--- src/rtl/stage5_fence_pkg.sv ---
`default_nettype none
// ============================================================================
// Module      : stage5_fence_pkg
// Description : Shared types and step-selection helper for the FENCE.I /
//               SFENCE.VMA sequencer of the five-stage pipeline.
// Revision    : 1.0 - initial release
// ============================================================================
package stage5_fence_pkg;

  // Sequencer states; the maintenance steps always run in declaration order.
  typedef enum logic [2:0] {
    IDLE      = 3'd0,
    DC_FLUSH  = 3'd1,
    IC_INV    = 3'd2,
    TLB_FLUSH = 3'd3,
    RELEASE   = 3'd4
  } fence_state_e;

  // Picks the state that follows cur, given the live fence levels.
  // The first enabled step strictly after cur wins (IDLE counts as "before
  // every step"). If no further step is enabled, a still-present fence goes
  // to RELEASE; a fence that has vanished (cancel) goes back to IDLE.
  function automatic fence_state_e next_step(
    input logic         ifence,
    input logic         sfence,
    input fence_state_e cur,
    input logic         dc_present,
    input logic         ic_present
  );
    logic         w_any;
    logic         w_en_dc;
    logic         w_en_ic;
    logic         w_en_tlb;
    fence_state_e w_nxt;
    w_any    = ifence | sfence;
    w_en_dc  = ifence & dc_present;
    w_en_ic  = ifence & ic_present;
    w_en_tlb = sfence;
    w_nxt    = w_any ? RELEASE : IDLE;
    case (cur)
      IDLE: begin
        if (w_en_dc)       w_nxt = DC_FLUSH;
        else if (w_en_ic)  w_nxt = IC_INV;
        else if (w_en_tlb) w_nxt = TLB_FLUSH;
      end
      DC_FLUSH: begin
        if (w_en_ic)       w_nxt = IC_INV;
        else if (w_en_tlb) w_nxt = TLB_FLUSH;
      end
      IC_INV: begin
        if (w_en_tlb)      w_nxt = TLB_FLUSH;
      end
      default: ;
    endcase
    return w_nxt;
  endfunction

endpackage
`default_nettype wire

--- src/rtl/fence_req_ctrl.sv ---
`default_nettype none
// ============================================================================
// Module      : fence_req_ctrl
// Description : Generic level-request / pulse-done handshake. The request
//               rises the cycle after i_start and falls the cycle after an
//               accepted done; done pulses while no request is out are ignored.
// Revision    : 1.0 - initial release
// ============================================================================
module fence_req_ctrl (
  input  logic clk,
  input  logic rst,
  input  logic i_start,
  input  logic i_done,
  output logic o_req,
  output logic o_done_ok
);

  logic r_req;

  // Request register: once raised it is held until the responder completes,
  // so a request is never withdrawn mid-flight.
  always_ff @(posedge clk) begin
    if (rst) begin
      r_req <= 1'b0;
    end else if (r_req) begin
      if (i_done) r_req <= 1'b0;
    end else if (i_start) begin
      r_req <= 1'b1;
    end
  end

  assign o_req     = r_req;
  assign o_done_ok = r_req & i_done;

endmodule
`default_nettype wire

--- src/rtl/stage5_fence_sequencer.sv ---
`default_nettype none
// ============================================================================
// Module      : stage5_fence_sequencer
// Description : Runs the D$ flush, I$ invalidate and TLB flush handshakes
//               for FENCE.I / SFENCE.VMA and drives fence_stall to the
//               hazard unit, dropping it for the RELEASE cycle(s) so the
//               hazard unit can roll back and refetch.
// Revision    : 1.0 - initial release
// ============================================================================
module stage5_fence_sequencer
  import stage5_fence_pkg::*;
#(
  parameter int DCACHE_PRESENT = 1,
  parameter int ICACHE_PRESENT = 1,
  parameter int CNT_W          = 16
) (
  input  logic             clk,
  input  logic             rst,
  input  logic             i_ifence,
  input  logic             i_sfence,
  output logic             o_dc_flush_req,
  input  logic             i_dc_flush_done,
  output logic             o_ic_inv_req,
  input  logic             i_ic_inv_done,
  output logic             o_tlb_flush_req,
  input  logic             i_tlb_flush_done,
  output logic             o_fence_stall,
  output logic [CNT_W-1:0] o_fence_cycles
);

  localparam logic C_DC_EN = (DCACHE_PRESENT != 0);
  localparam logic C_IC_EN = (ICACHE_PRESENT != 0);

  fence_state_e     r_state;
  fence_state_e     w_state_nxt;
  logic             w_stall;
  logic             w_any_fence;
  logic             w_dc_req;
  logic             w_ic_req;
  logic             w_tlb_req;
  logic             w_dc_ok;
  logic             w_ic_ok;
  logic             w_tlb_ok;
  logic             w_dc_start;
  logic             w_ic_start;
  logic             w_tlb_start;
  logic [CNT_W-1:0] r_cycles;

  assign w_any_fence = i_ifence | i_sfence;

  // A step's request is launched on the first cycle spent in that state.
  assign w_dc_start  = (r_state == DC_FLUSH)  & ~w_dc_req;
  assign w_ic_start  = (r_state == IC_INV)    & ~w_ic_req;
  assign w_tlb_start = (r_state == TLB_FLUSH) & ~w_tlb_req;

  fence_req_ctrl u_dc_ctrl (
    .clk       (clk),
    .rst       (rst),
    .i_start   (w_dc_start),
    .i_done    (i_dc_flush_done),
    .o_req     (w_dc_req),
    .o_done_ok (w_dc_ok)
  );

  fence_req_ctrl u_ic_ctrl (
    .clk       (clk),
    .rst       (rst),
    .i_start   (w_ic_start),
    .i_done    (i_ic_inv_done),
    .o_req     (w_ic_req),
    .o_done_ok (w_ic_ok)
  );

  fence_req_ctrl u_tlb_ctrl (
    .clk       (clk),
    .rst       (rst),
    .i_start   (w_tlb_start),
    .i_done    (i_tlb_flush_done),
    .o_req     (w_tlb_req),
    .o_done_ok (w_tlb_ok)
  );

  // State register.
  always_ff @(posedge clk) begin
    if (rst) r_state <= IDLE;
    else     r_state <= w_state_nxt;
  end

  // Next-state and stall decode. Stall rises combinationally in IDLE so
  // the hazard unit never sees a bubble in which rollback could fire early.
  // A step only advances on an accepted done, so a cancelled fence still
  // completes the handshake already in flight before returning to IDLE.
  always_comb begin
    w_state_nxt = r_state;
    w_stall     = 1'b0;
    case (r_state)
      IDLE: begin
        if (w_any_fence) begin
          w_stall     = 1'b1;
          w_state_nxt = next_step(i_ifence, i_sfence, IDLE, C_DC_EN, C_IC_EN);
        end
      end
      DC_FLUSH: begin
        w_stall = 1'b1;
        if (w_dc_ok)
          w_state_nxt = next_step(i_ifence, i_sfence, DC_FLUSH, C_DC_EN, C_IC_EN);
      end
      IC_INV: begin
        w_stall = 1'b1;
        if (w_ic_ok)
          w_state_nxt = next_step(i_ifence, i_sfence, IC_INV, C_DC_EN, C_IC_EN);
      end
      TLB_FLUSH: begin
        w_stall = 1'b1;
        if (w_tlb_ok)
          w_state_nxt = next_step(i_ifence, i_sfence, TLB_FLUSH, C_DC_EN, C_IC_EN);
      end
      RELEASE: begin
        // Wait for the fence instruction to leave M so a held instruction
        // (halt or dmem stall) cannot trigger a second sequence.
        if (!w_any_fence) w_state_nxt = IDLE;
      end
      default: w_state_nxt = IDLE;
    endcase
  end

  // Saturating count of stalled cycles; sticks at all-ones.
  always_ff @(posedge clk) begin
    if (rst) begin
      r_cycles <= '0;
    end else if (w_stall && (r_cycles != {CNT_W{1'b1}})) begin
      r_cycles <= r_cycles + CNT_W'(1);
    end
  end

  // Requests come from the step registers, which are mutually exclusive
  // because only the current state can launch one.
  a_req_onehot: assert property (@(posedge clk) disable iff (rst)
    $onehot0({w_dc_req, w_ic_req, w_tlb_req}));

  assign o_dc_flush_req  = w_dc_req;
  assign o_ic_inv_req    = w_ic_req;
  assign o_tlb_flush_req = w_tlb_req;
  // The IDLE decode looks at the raw fence inputs, so keep stall quiet
  // while reset is held.
  assign o_fence_stall   = w_stall & ~rst;
  assign o_fence_cycles  = r_cycles;

endmodule
`default_nettype wire

--- config.mk ---
export PLATFORM = sky130hd
export DESIGN_NAME = stage5_fence_sequencer
export DESIGN_NICKNAME = d
export VERILOG_FILES = /design/src/rtl/stage5_fence_pkg.sv /design/src/rtl/fence_req_ctrl.sv /design/src/rtl/stage5_fence_sequencer.sv
export SDC_FILE = /design/constraint.sdc
export NUM_CORES = 1
export LEC_CHECK = 0
export BUFFER_PORTS_ARGS = -buffer_cell sky130_fd_sc_hd__buf_2
export CORE_MARGIN = 4
export CORE_UTILIZATION = 42
export CTS_CLUSTER_SIZE = 8
export DETAILED_ROUTE_END_ITERATION = 8
export GPL_TIMING_DRIVEN = 0
export PLACE_DENSITY = 0.74
export REMOVE_ABC_BUFFERS = 1
export SYNTH_ARGS = -nofsm -noshare
export SYNTH_HDL_FRONTEND = slang
export SYNTH_HIERARCHICAL = 1
export SYNTH_SLANG_ARGS = --single-unit
--- constraint.sdc ---
create_clock -name clk -period 2.3 [get_ports clk]
set_input_delay 0.23 -clock clk [delete_from_list [all_inputs] [get_ports clk]]
set_output_delay 0.23 -clock clk [all_outputs]
set_load 0.03 [all_outputs]
==> metrics.yaml <==
critical_path:
  slowest_delay_ns: 0.62
  slowest_stage: "or4b_2"
  worstPathCellList: "ha_1 -> nand4_1 -> nor3_2 -> or4b_2 -> a21oi_1"
  critPathRequiredTime_ns: 2.56
  critPathKind: "flop to flop"
  crit_fanout: 5
  cp-start-kind: "flop"
  crit_start: "o_fence_cycles[1]"
  worst_r2r_startpoint: "o_fence_cycles[1]"
  cp.arrival_ns: 2.38
  end_kind: "flop"
floorplanning:
  ios: 27
  rows: 19
  die_y_microns: 62.47
  core_area_sq_mm: 0.002805
  start_util: 0.4442
  die-area_sq_mm: 0.003903
  die_w_microns: 62.47
yosys:
  avgSynthCellArea_sq_um: 8.364
  syn_inst: 149
  yosysTopAreaCellShare: 0.3534
  synth.cells.most_frequent: "22 x dfxtp_1, 11 x a21oi_1, 11 x nor2_1"
  muxShareOfSynthArea: 0.03414
  synthXorXnorAreaFrac: 0
  synth.area.top_cells: "dfxtp_1 35%, nand2b_1 5.0%, a21oi_1 4.4%, nor2_1 3.3%, or4_1 3.0%"
  mappedNetlistArea_sq_mm: 0.001246
  synthMostInstantiatedCell: "dfxtp_1"
  synth_edf_count: 0
  yosys.cell_types.count: 45
  synth_ff_type: "dfxtp_1"
  synth-seq-cells: 22
  yosysTopAreaCell: "dfxtp_1"
  synth_compound_area_frac: 0.1867
  synthArstFlopShare: 0
  synth_top_family_by_area: "simple AND/OR/NAND/NOR gates"
  ys_seq_area_frac: 0.3534
  synth_fa_ha_area_frac: 0.01004
  ys_warn_count: 6
  synthSimpleGateAreaFrac: 0.3665
final_layout:
  nNetsFinal: 180
  multi_input_area_sq_um: 764.5
  regArea_sq_um: 440.4
  stdcell_count: 202
  syn_to_final_growth_pct: 14.36
  nFillCells: 282
  antenna_cells: 0
  drive_above_1_share: 0.2632
  stdcell_area_sq_mm: 0.001425
placed_design:
  dp_cells: 198
  placed_cell_area_sq_mm: 0.001369
  place_ws_ns: -0.1715
  portBuffers: 26
  gp_congestion: 0.7949
  dpl.hpwl_microns: 2035
routing:
  drt-initial-drc-count: 107
  ant_nets: 0
  vias: 1217
  firstDrtPassIters: 4
  routed_wl_microns: 2886
  drc: 0
  via_per_inst: 6.025
  wl_per_cell_microns: 14.29
grt:
  grt_pass1_vias: 1195
  grt_usage: 0.1574
  antenna_found_initial: 0
  grt.overflow.total: 0
  grt_max_degree: 27
  grt_first_pass_wirelength_microns: 5209
pwr:
  power_density_mw_per_mm2: 533.4
  leakagePower_nw: 0.5281
  vdd_drop_max_v: 0.0002896
timing:
  whs_ns: 0.1877
  hold_viol: 0
  fin_crit_ns: 2.124
  slew_viol_final: 0
  worst_clock_skew_ns: 0.005849
  slew_headroom: 0.5259
  worstMarginPinSlew_ns: 0.7047
  period_share: 0.9234
  rsz0062_at_grt: "false"
  max_freq_mhz: 470.8
  setup_ws_ns: 0.1762
  finalSetupViolations: 0
min_path:
  min_from: "i_ic_inv_done"
  hp-class: "input pin to flop"
clocking:
  root_buffer: "clkbuf_4"
  post_cts_buffers: 0
  clk_latency_ns: 0.32
  clkSinkCount: 22
  clockBufferDepth: 2
  cts_tree: "yes"
  ctsHtreeMaxLevel: 1
  path_clk_slew_ns: 0.13
  cts_buffers: 3
run_status:
  status: "finished, final reports clean"
job:
  cap_viol_max_count: 0
## state kept, by name, indices dropped and copies added, names as in the netlist
signal / cells
u_tlb_ctrl/o_req: 1
r_state: 3
u_ic_ctrl/o_req: 1
u_dc_ctrl/o_req: 1
o_fence_cycles: 16
## cell usage in the layout (no fill, tap or decap), types with 2 or more instances in the layout
cell / n
a21oi_1: 11
a21oi_2: 3
a31oi_1: 3
and2_2: 3
buf_2: 26
clkbuf_4: 3
dfxtp_1: 22
inv_1: 4
mux2_2: 2
mux2i_1: 2
nand2_1: 7
nand2b_1: 10
nand3_1: 7
nand4_1: 3
nor2_1: 11
nor2b_1: 3
nor3_1: 6
nor3b_1: 3
nor4_1: 3
nor4b_1: 2
o21ai_0: 3
o31ai_1: 4
o41ai_1: 2
or3_1: 2
or4_1: 5
## cells by family after synthesis
kind of cell,after synthesis
simple gates,76
buf+inv,12
compound gates,34
flops,22
fa+ha+maj,1
mux,4
## per-layer routing
metal / wire length, microns / track usage / up-vias
li1: - / - / 604
met1: 1250 / 0.1873 / 580
met2: 1454 / 0.2756 / 29
met3: 159 / 0.05216 / 4
met4: 21 / 0.03030 / 0
met5: 0 / 0 / -
## through the flow
step,total power [mW],TNS [ns],utilization
floorplan,0.5068,0,-
global placement,0.5414,-0.2828,0.4880
detailed placement,0.5475,-0.7894,0.4880
CTS,0.7661,0,0.5031
global route,0.7991,0,0.5080
finish,0.7602,0,0.5080
## critical path: cells and delay by family, from the launching register on
family	cells	cell delay [ns]
DFF	1	0.42
AOI/OAI and AO/OA	1	0.17
adders and majority gates	1	0.26
and+or+nand+nor	3	1.21
## area by class of cell
type / instances / share of cell area
clock buffer: 4 / 0.02546
inverter: 4 / 0.01054
sequential: 22 / 0.3090
timing repair buffer: 26 / 0.09131
multi-input combinational: 115 / 0.5364
tap: 31 / 0.02722
## worst paths after layout
kind / end / slack (ns) / cells past startpoint
hold reg to reg: o_fence_cycles[14] / 0.51 / 2
setup reg to reg: o_fence_cycles[6] / 0.18 / 5
hold / removal: u_ic_ctrl/o_req / 0.19 / 3
setup / recovery: o_fence_cycles[6] / 0.18 / 5
## where the power goes
part	internal [mW]	switching, mW
Clock	0.0969	0.125
Combinational	0.0470	0.0697
Sequential	0.397	0.0253
Total	0.541	0.220
## timing repair
item / in CTS / in global routing
hold buffers: 0 / 0
gates resized for setup: 1 / 2
pin swaps: 0 / 0
setup endpoints to repair: 6 / 1
Note: power is estimated with default switching activity, not from simulation.
